--- src/rtl/mem_pkg.sv ---
// mem_pkg: shared funct3 encodings, FSM state type and byte-enable helper for the MEM stage.
// Rev 1.0
`default_nettype none

package mem_pkg;

  localparam logic [2:0] F3_B  = 3'b000;
  localparam logic [2:0] F3_H  = 3'b001;
  localparam logic [2:0] F3_W  = 3'b010;
  localparam logic [2:0] F3_BU = 3'b100;
  localparam logic [2:0] F3_HU = 3'b101;

  typedef enum logic {
    IDLE = 1'b0,
    BUSY = 1'b1
  } state_t;

  function automatic logic is_byte(input logic [2:0] funct3);
    return (funct3 == F3_B) || (funct3 == F3_BU);
  endfunction

  function automatic logic is_half(input logic [2:0] funct3);
    return (funct3 == F3_H) || (funct3 == F3_HU);
  endfunction

  // Reserved encodings fall through to a full-word enable.
  function automatic logic [3:0] be_for(input logic [2:0] funct3, input logic [1:0] off);
    if (is_byte(funct3))
      return 4'b0001 << off;
    else if (is_half(funct3))
      return off[1] ? 4'b1100 : 4'b0011;
    else
      return 4'b1111;
  endfunction

endpackage

`default_nettype wire

--- src/rtl/mem_load_align.sv ---
// mem_load_align: selects the addressed byte/half of a read word and sign/zero extends it.
// Rev 1.0
`default_nettype none

module mem_load_align
  import mem_pkg::*;
#(
  parameter int DATA_WIDTH = 32
) (
  input  logic [DATA_WIDTH-1:0] rdata,
  input  logic [2:0]            funct3,
  input  logic [1:0]            off,
  output logic [DATA_WIDTH-1:0] data
);

  logic [7:0]  byte_sel;
  logic [15:0] half_sel;

  always_comb begin
    byte_sel = rdata[{off, 3'b000} +: 8];
    half_sel = off[1] ? rdata[31:16] : rdata[15:0];
    case (funct3)
      F3_B:    data = {{24{byte_sel[7]}}, byte_sel};
      F3_BU:   data = {24'h0, byte_sel};
      F3_H:    data = {{16{half_sel[15]}}, half_sel};
      F3_HU:   data = {16'h0, half_sel};
      F3_W:    data = rdata;
      default: data = rdata;
    endcase
  end

endmodule

`default_nettype wire

--- src/rtl/mem_stage.sv ---
// mem_stage: MEM pipeline stage -- DMEM req/ack handshake, front-of-pipe stall, MEM/WB register.
// Rev 1.0
`default_nettype none

module mem_stage
  import mem_pkg::*;
#(
  parameter int DATA_WIDTH = 32,
  parameter int ADDR_WIDTH = 32
) (
  input  logic                  clk,
  input  logic                  rst_n,
  input  logic                  stage_EX_MEM__MEM_valid,
  input  logic                  stage_EX_MEM__MEM_memread,
  input  logic                  stage_EX_MEM__MEM_memwrite,
  input  logic                  stage_EX_MEM__MEM_memtoreg,
  input  logic                  stage_EX_MEM__MEM_regwrite,
  input  logic [2:0]            stage_EX_MEM__MEM_funct3,
  input  logic [31:0]           stage_EX_MEM__MEM_alu_result,
  input  logic [DATA_WIDTH-1:0] stage_EX_MEM__MEM_store_data,
  input  logic [4:0]            stage_EX_MEM__MEM_rd_id,
  output logic                  MEM__DMEM_req,
  output logic                  MEM__DMEM_we,
  output logic [ADDR_WIDTH-1:0] MEM__DMEM_addr,
  output logic [DATA_WIDTH-1:0] MEM__DMEM_wdata,
  output logic [3:0]            MEM__DMEM_be,
  input  logic                  DMEM__MEM_ack,
  input  logic [DATA_WIDTH-1:0] DMEM__MEM_rdata,
  output logic                  MEM__HZ_stall,
  output logic                  MEM__EXC_misalign,
  output logic                  stage_MEM_WB__WB_memtoreg,
  output logic                  stage_MEM_WB__WB_regwrite,
  output logic [DATA_WIDTH-1:0] stage_MEM_WB__WB_memdata,
  output logic [31:0]           stage_MEM_WB__WB_regdata,
  output logic [4:0]            stage_MEM_WB__WB_rd_id
);

  state_t                state, state_next;
  logic                  mem_op, is_load, misaligned, accept, misalign_det;
  logic [2:0]            f3_q;
  logic [1:0]            off_q;
  logic [4:0]            rd_q;
  logic                  regwrite_q;
  logic [DATA_WIDTH-1:0] store_rep, load_data;

  assign mem_op  = stage_EX_MEM__MEM_valid &
                   (stage_EX_MEM__MEM_memread | stage_EX_MEM__MEM_memwrite);
  assign is_load = stage_EX_MEM__MEM_memread;

  always_comb begin
    misaligned = 1'b0;
    if (is_half(stage_EX_MEM__MEM_funct3))
      misaligned = stage_EX_MEM__MEM_alu_result[0];
    else if (!is_byte(stage_EX_MEM__MEM_funct3))
      misaligned = |stage_EX_MEM__MEM_alu_result[1:0];
  end

  // Replicate the store operand across lanes so memory only has to honour be.
  always_comb begin
    if (is_byte(stage_EX_MEM__MEM_funct3))
      store_rep = {4{stage_EX_MEM__MEM_store_data[7:0]}};
    else if (is_half(stage_EX_MEM__MEM_funct3))
      store_rep = {2{stage_EX_MEM__MEM_store_data[15:0]}};
    else
      store_rep = stage_EX_MEM__MEM_store_data;
  end

  always_ff @(posedge clk) begin
    if (!rst_n) state <= IDLE;
    else        state <= state_next;
  end

  always_comb begin
    state_next    = state;
    MEM__HZ_stall = 1'b0;
    accept        = 1'b0;
    misalign_det  = 1'b0;
    case (state)
      IDLE: begin
        if (mem_op) begin
          if (misaligned) begin
            misalign_det = 1'b1;
          end else begin
            accept        = 1'b1;
            MEM__HZ_stall = 1'b1;
            state_next    = BUSY;
          end
        end
      end
      BUSY: begin
        MEM__HZ_stall = !DMEM__MEM_ack;
        if (DMEM__MEM_ack) state_next = IDLE;
      end
      default: state_next = IDLE;
    endcase
  end

  mem_load_align #(
    .DATA_WIDTH (DATA_WIDTH)
  ) u_load_align (
    .rdata  (DMEM__MEM_rdata),
    .funct3 (f3_q),
    .off    (off_q),
    .data   (load_data)
  );

  always_ff @(posedge clk) begin
    if (!rst_n) begin
      MEM__DMEM_req             <= 1'b0;
      MEM__DMEM_we              <= 1'b0;
      MEM__DMEM_addr            <= '0;
      MEM__DMEM_wdata           <= '0;
      MEM__DMEM_be              <= '0;
      f3_q                      <= '0;
      off_q                     <= '0;
      rd_q                      <= '0;
      regwrite_q                <= 1'b0;
      MEM__EXC_misalign         <= 1'b0;
      stage_MEM_WB__WB_memtoreg <= 1'b0;
      stage_MEM_WB__WB_regwrite <= 1'b0;
      stage_MEM_WB__WB_memdata  <= '0;
      stage_MEM_WB__WB_regdata  <= '0;
      stage_MEM_WB__WB_rd_id    <= '0;
    end else begin
      MEM__EXC_misalign         <= misalign_det;
      // Bubble unless a result is actually retired this edge.
      stage_MEM_WB__WB_memtoreg <= 1'b0;
      stage_MEM_WB__WB_regwrite <= 1'b0;
      if (state == IDLE) begin
        if (accept) begin
          MEM__DMEM_req   <= 1'b1;
          MEM__DMEM_we    <= !is_load;
          MEM__DMEM_addr  <= {stage_EX_MEM__MEM_alu_result[ADDR_WIDTH-1:2], 2'b00};
          MEM__DMEM_wdata <= store_rep;
          MEM__DMEM_be    <= is_load ? 4'b1111 :
                             be_for(stage_EX_MEM__MEM_funct3, stage_EX_MEM__MEM_alu_result[1:0]);
          f3_q            <= stage_EX_MEM__MEM_funct3;
          off_q           <= stage_EX_MEM__MEM_alu_result[1:0];
          rd_q            <= stage_EX_MEM__MEM_rd_id;
          regwrite_q      <= stage_EX_MEM__MEM_regwrite;
        end else if (!mem_op) begin
          stage_MEM_WB__WB_regdata  <= stage_EX_MEM__MEM_alu_result;
          stage_MEM_WB__WB_rd_id    <= stage_EX_MEM__MEM_rd_id;
          stage_MEM_WB__WB_memtoreg <= stage_EX_MEM__MEM_memtoreg;
          stage_MEM_WB__WB_regwrite <= stage_EX_MEM__MEM_regwrite & stage_EX_MEM__MEM_valid;
        end
      end else if (DMEM__MEM_ack) begin
        MEM__DMEM_req <= 1'b0;
        if (!MEM__DMEM_we) begin
          stage_MEM_WB__WB_memdata  <= load_data;
          stage_MEM_WB__WB_rd_id    <= rd_q;
          stage_MEM_WB__WB_memtoreg <= 1'b1;
          stage_MEM_WB__WB_regwrite <= regwrite_q;
        end
      end
    end
  end

endmodule

`default_nettype wire

--- config.mk ---
export PLATFORM = sky130hd
export DESIGN_NAME = mem_stage
export DESIGN_NICKNAME = d
export VERILOG_FILES = /design/src/rtl/mem_pkg.sv /design/src/rtl/mem_load_align.sv /design/src/rtl/mem_stage.sv
export SDC_FILE = /design/constraint.sdc
export NUM_CORES = 1
export LEC_CHECK = 0
export BUFFER_PORTS_ARGS = -buffer_cell sky130_fd_sc_hd__clkbuf_2
export CORE_AREA = 2 2 126 128
export CTS_CLUSTER_SIZE = 24
export DETAILED_ROUTE_END_ITERATION = 7
export DIE_AREA = 0 0 128 130
export PLACE_DENSITY = 0.8
export SYNTH_ARGS = -nofsm -noshare
export SYNTH_HDL_FRONTEND = slang
export SYNTH_SLANG_ARGS = --single-unit
export TNS_END_PERCENT = 30
--- constraint.sdc ---
create_clock -name clk -period 1.5 [get_ports clk]
set_input_delay 0.075 -clock clk [delete_from_list [all_inputs] [get_ports clk]]
set_output_delay 0.075 -clock clk [all_outputs]
set_load 0.005 [all_outputs]
* After elaboration in Yosys (flattened, before gate mapping)
Index checks and enable logic that the tools add are counted. Widths: inputs -> output; s select.
Storage, ports and cells: flip-flop bits (word level) 152, input bits 112, output and inout port bits 143, logic and storage cells 85
Operators by class: equality and inequality tests 10, shift-type cells 2, multiplexer cells 35, bitwise gates (word level) 8, reduce and logical (&&, ||, !) cells 14
Operators by type and width (count):
- $pmux 32 s4 | 1
- $mux 32 | 2
- $shiftx 32x6->8 | 1
- $mux 5 | 5
- $mux 1 | 20
- $mux 16 | 1
- $mux 4 | 4
- $eq 3x3->1 const B | 4
- $ne 2x2->1 const B | 4
- $eq 3x1->1 const B | 2
- $logic_not 3->1 | 2
- $reduce_and 3->1 | 2
- $not 1->1 | 5
- $pmux 1 s2 | 2
- $reduce_and 2->1 | 2
- $reduce_and 4->1 | 1
- $shl 1x2->4 const A | 1
- $reduce_or 3->1 | 1
- $and 1x1->1 | 2
- $logic_not 1->1 | 2
- $logic_or 1x1->1 | 2
- $reduce_bool 2->1 | 1
- $reduce_or 2->1 | 1
- $or 1x1->1 | 1

* Logic depth before layout (Yosys ltp)
depth in word-level cells 9, gate-level depth with buffers 7, depth with buffers taken out 4

* Modules after synthesis
From an unflattened synthesis, not the netlist that was laid out.
Second synthesis, totals: cells, all modules 821, area total of the unflattened synthesis 6388.6 sq um
Modules (own cells, without submodules):
- mem_stage | instances 1, cells each 710, area an instance 5667.9 sq um, sequential area each 3042.9 sq um
- mem_load_align | instances 1, cells each 111, area an instance 720.7 sq um, sequential area each 0.0 sq um

* Worst setup path before layout
No wires, ideal clock.
path kind reg2reg, start register f3_q[0], end register stage_MEM_WB__WB_memdata[3], setup time 0.130 ns, arrival time 1.413 ns, data required time 1.370 ns, slack -0.043 ns, cell stages (with the launch flop) 6, buffers on the path 1, period minus slack after synthesis 1.543 ns, path through dfxtp_1 buf_2 nand2b_1 mux4_2 mux2i_1 a21oi_1
Between the ends: word-level cells in the longest chain between the ends 2, elaborated cells between the ends (all ways) 5, classes of those cells eq/ne (3); mux (1); reduce/logical (1)
RTL lines:
- start: declaration | RTL line mem_stage.sv:40 | logic [2:0] f3_q;
- start signal: assignment | RTL line mem_stage.sv:137 | f3_q <= stage_EX_MEM__MEM_funct3;
- $eq 3x3->1, or another cell as far along | RTL line mem_load_align.sv:22 | case (funct3)
- $pmux 32 s4 (*) | RTL line mem_load_align.sv:22
- end signal: assignment | RTL line mem_stage.sv:150 | stage_MEM_WB__WB_memdata <= load_data;
- end: declaration | RTL line mem_stage.sv:33 | output logic [DATA_WIDTH-1:0] stage_MEM_WB__WB_memdata,
Mark *: on every way between the ends. The rest lies on a longest branch, timed or not. A chain may end at the register's enable or synchronous reset.

* Worst setup path in the final report
start register off_q[1], end register stage_MEM_WB__WB_memdata[28]
Between the ends: word-level cells in the longest chain between the ends 2, elaborated cells between the ends (all ways) 3, classes of those cells shift (1); mux (2)
RTL lines:
- start: declaration | RTL line mem_stage.sv:41 | logic [1:0] off_q;
- start signal: assignment | RTL line mem_stage.sv:138 | off_q <= stage_EX_MEM__MEM_alu_result[1:0];
- $shiftx 32x6->8 / $mux 16 (equally long branches) | RTL line mem_load_align.sv:20, mem_load_align.sv:21
- $pmux 32 s4 (*) | RTL line mem_load_align.sv:22
Marked as above.

==> run summary <==
The flow ran to the end, but the final reports show violations. The final reports fail on hold timing, setup timing. The cell-internal power is 7.392 mW. The clock network fraction of design power is 40.3%. The power density relative to cell area is 1049 nW/um^2. The number of hold violations in the final report came out at 1. The top achievable clock speed is 625.8 MHz. Summed over its instances, the top area cell type makes up 47.40% of the synthesized netlist area. The initial cell density of the core came out at a little over two fifths. The horizontal die dimension came out at 128 um. The startpoint of the most critical hold path is DMEM__MEM_rdata[31]. The minimum clock period after layout came out at 1.598 ns. The maximum level of the CTS H-tree is 4. Setup repair after global routing could not meet its margin everywhere. The category of the worst setup path capture point is a flip-flop. The total of flip-flops plus latches after synthesis is roughly 150. Once detailed placement completed, the half-perimeter wirelength came to 14.17 mm. TritonCTS created 17 clock buffers.

The worst slack on hold paths is -0.06248 ns. The largest net degree at the start of global routing came out at 51. The clock insertion delay at the later pin of the skew report came out at 0.43 ns. The total global routing track utilization came out at 25.52%.

The y dimension of the die is 130 um. The sequential share of power is 43.3%. For this design the top-level I/O count stands at 255. Summing every instance area after synthesis gives 6420 um^2. The detailed-router iteration count before antenna repair is 5.

The worst setup margin came out at -0.09788 ns. The area growth from synthesis to layout is 50.91%. The number of vias per cell came out at 5.427. The core region area is 15420 um^2. The number of endpoints failing setup at the final stage is 25. The cell count after synthesis is roughly 760.

The maximum count of clock buffers along a single path came out at 2. The clock-pin slew on the worst setup and hold paths is roughly 0.060 ns. The number of slew-limit violations in the final report came out at 0.

The relative contribution of combinational cells to total power came out at 16.4%. At the worst endpoint, the required time is 1.81 ns. The slack of the worst reg-to-reg path came out at -0.1 ns. The path with the worst hold slack has its endpoint at stage_MEM_WB__WB_memdata[31].

The setup total negative slack is -1.876 ns. The vias after detailed routing is 7110. The routability-driven placement congestion ratio came out at 0.8820. The initial antenna violation count came out at 1.

The count of antenna-violating nets left after detailed routing came out at 0. After synthesis, the cell types taking the most area are dfxtp_1, nand2_1, o21ai_0, a21oi_1, mux2i_1. The layout cell share with drive strength beyond 1 is 33.03%. The most used flip-flop cell after synthesis is dfxtp_1. Measured in cells, the most critical reg-to-reg path has a length of 6. The clock tree skew after final layout is 0.01279 ns.

After global routing the overflow that remains totals 0. The reported leakage power came out at between 4 and 5 nW. The first-pass GRT wire length is 33.60 mm.

The dominant cell by count in the synthesized netlist is dfxtp_1. The routed length per instance is between 15 and 20 um. Counting flops with an async set or reset pin after synthesis yields a share of 0%. The number of instances in the placed design came out at 1182. The total power of the final layout is 10.16 mW. The switching part of the total power is 27.25%. The post-synthesis cell type with the largest combined area is dfxtp_1. The CTS tree is done. The post-detailed-routing wire length came out at 22.08 mm. Of the available clock period, the critical path in the final layout requires 106.5%. Of all nets on the critical path, the largest fanout is 8.

The count of placed standard cells in the final layout, fillers left out is 1310. The data arrival at the endpoint of the critical path is roughly 1.9 ns. The synthesized design contains 0 enable-type register cells. The launching element type of the critical path is a flip-flop.

The commonest cells after synthesis are dfxtp_1, nand2_1, o21ai_0, a21oi_1, nand3_1. The count of maximum capacitance violations came out at 0. The path class of the tightest hold or removal check is input port to flip-flop. The count of input and output buffers came out at between 200 and 300. The count of unresolved DRC violations after routing came out at 0. The die covers 16640 um^2.

The switching power came out at between 2 and 3 mW. The number of global-route vias before repair came to around 6700. The number of stages on the worst hold path came out at 3.

The mean area per synthesized cell is 8.458 um^2. VDD sags by at most 0.7771 mV. The start-to-end type of the worst setup path is flip-flop to flip-flop. In this run the critical register-to-register path is captured at stage_MEM_WB__WB_memdata[28].

The startpoint identified for the worst register-to-register timing path is off_q[1]. The detailed router finished its first iteration with 454 violations. After floorplanning, the core was divided into between 40 and 50 placement rows. Measured on the finished design, the core utilization comes to approximately 63%. The count of synthesis-stage warnings from yosys came out at 0. After synthesis, the netlist uses 51 different library cells. Clock tree synthesis selected as its root buffer the cell clkbuf_16. The clock sink count is 152.

The number of nets at the end of the flow is 1216. The portion of the post-synthesis area used by sequential elements is 47.40%.
-- critical path, stage by stage (launching register included) --
cell and delay (ns):
dfxtp_2 0.34, mux4_2 0.51, buf_4 0.16, nand2b_4 0.07
a31o_4 0.19, clkbuf_16 0.16, a21oi_1 0.06
-- repair_timing --
item	in CTS	in global routing
endpoints found under the hold margin	121	2
pin swaps	1	1
setup buffers	1	2
cloned	0	2
hold buffers	89	1
setup endpoints to repair	25	41
resized for setup	6	8
-- registers in the layout (all words and copies together), names as in the netlist, 2 cells and up --
name / flops
MEM__DMEM_addr: 30
MEM__DMEM_be: 4
MEM__DMEM_wdata: 32
f3_q: 3
off_q: 2
rd_q: 5
stage_MEM_WB__WB_memdata: 32
stage_MEM_WB__WB_rd_id: 5
stage_MEM_WB__WB_regdata: 32
-- cells in the final DEF, fill, tap and decap left out, types with 11 or more instances in the layout --
master,instances
a211oi_1,13
mux2i_1,31
clkbuf_16,19
dfxtp_1,149
buf_12,11
o21ai_0,98
buf_4,40
nand2_1,146
nand3_1,55
nor2_1,40
dlygate4sd3_1,90
clkbuf_2,250
a21oi_1,64
-- power groups by stage --
stage	Combinational (mW)	Clock, mW	Sequential [mW]
finish	1.67	4.10	4.40
global placement	1.37	0	4.47
global route	1.81	4.33	4.42
detailed placement	1.40	0	4.48
floorplan	0.688	0	4.48
CTS	1.59	4.15	4.39
-- kinds of logic after synthesis --
family | Yosys count | synth area share (%)
and+or+nand+nor | 271 | 18.69
DFF | 152 | 47.40
other | 1 | 0.05841
muxes | 37 | 6.568
buffers and inverters | 75 | 5.710
AOI/OAI and AO/OA | 223 | 21.57
-- per-stage QoR --
stage	hold WS (ns)	instance area (um^2)	worst slack, ns
after floorplan	0.1706	6426	-0.03606
after global placement	0.2995	8099	-0.07259
after detailed placement	0.3074	8099	-0.1037
after CTS	-0.08713	9573	-0.07418
after global routing	-0.04671	9688	-0.1559
final	-0.06248	9688	-0.09788
-- how the worst max path moves through the flow --
| stage | slack [ns] | start | depth (start not counted) | end |
|---|---|---|---|---|
| 2_1_floorplan | -0.04 | off_q[1] | 4 | stage_MEM_WB__WB_memdata[12] |
| 4_1_cts | -0.07 | off_q[1] | 5 | stage_MEM_WB__WB_memdata[13] |
| 5_1_grt | -0.16 | off_q[1] | 5 | stage_MEM_WB__WB_memdata[8] |
| 3_3_place_gp | -0.07 | off_q[1] | 5 | stage_MEM_WB__WB_memdata[12] |
| 6_report | -0.1 | off_q[1] | 6 | stage_MEM_WB__WB_memdata[28] |
| 3_5_place_dp | -0.10 | off_q[1] | 5 | stage_MEM_WB__WB_memdata[10] |
-- area by class of cell --
class	count	area [um^2]
fill	1284	5737
multi-input combinational	533	3062
sequential	152	3047
timing repair buffer	397	2768
clock buffer	19	432.9
tap	192	240.2
clock inverter	13	125.1
inverter	3	11.26
antenna	1	2.502
-- layer usage --
layer,GRT usage [%],share of wire (%),wire length (um)
met1,30.16,40,8732
met2,41.59,48,10610
met3,8.200,8.4,1846
met4,13.77,4.1,896
met5,0,0,0
No activity file was read; power rests on OpenSTA's default activity.
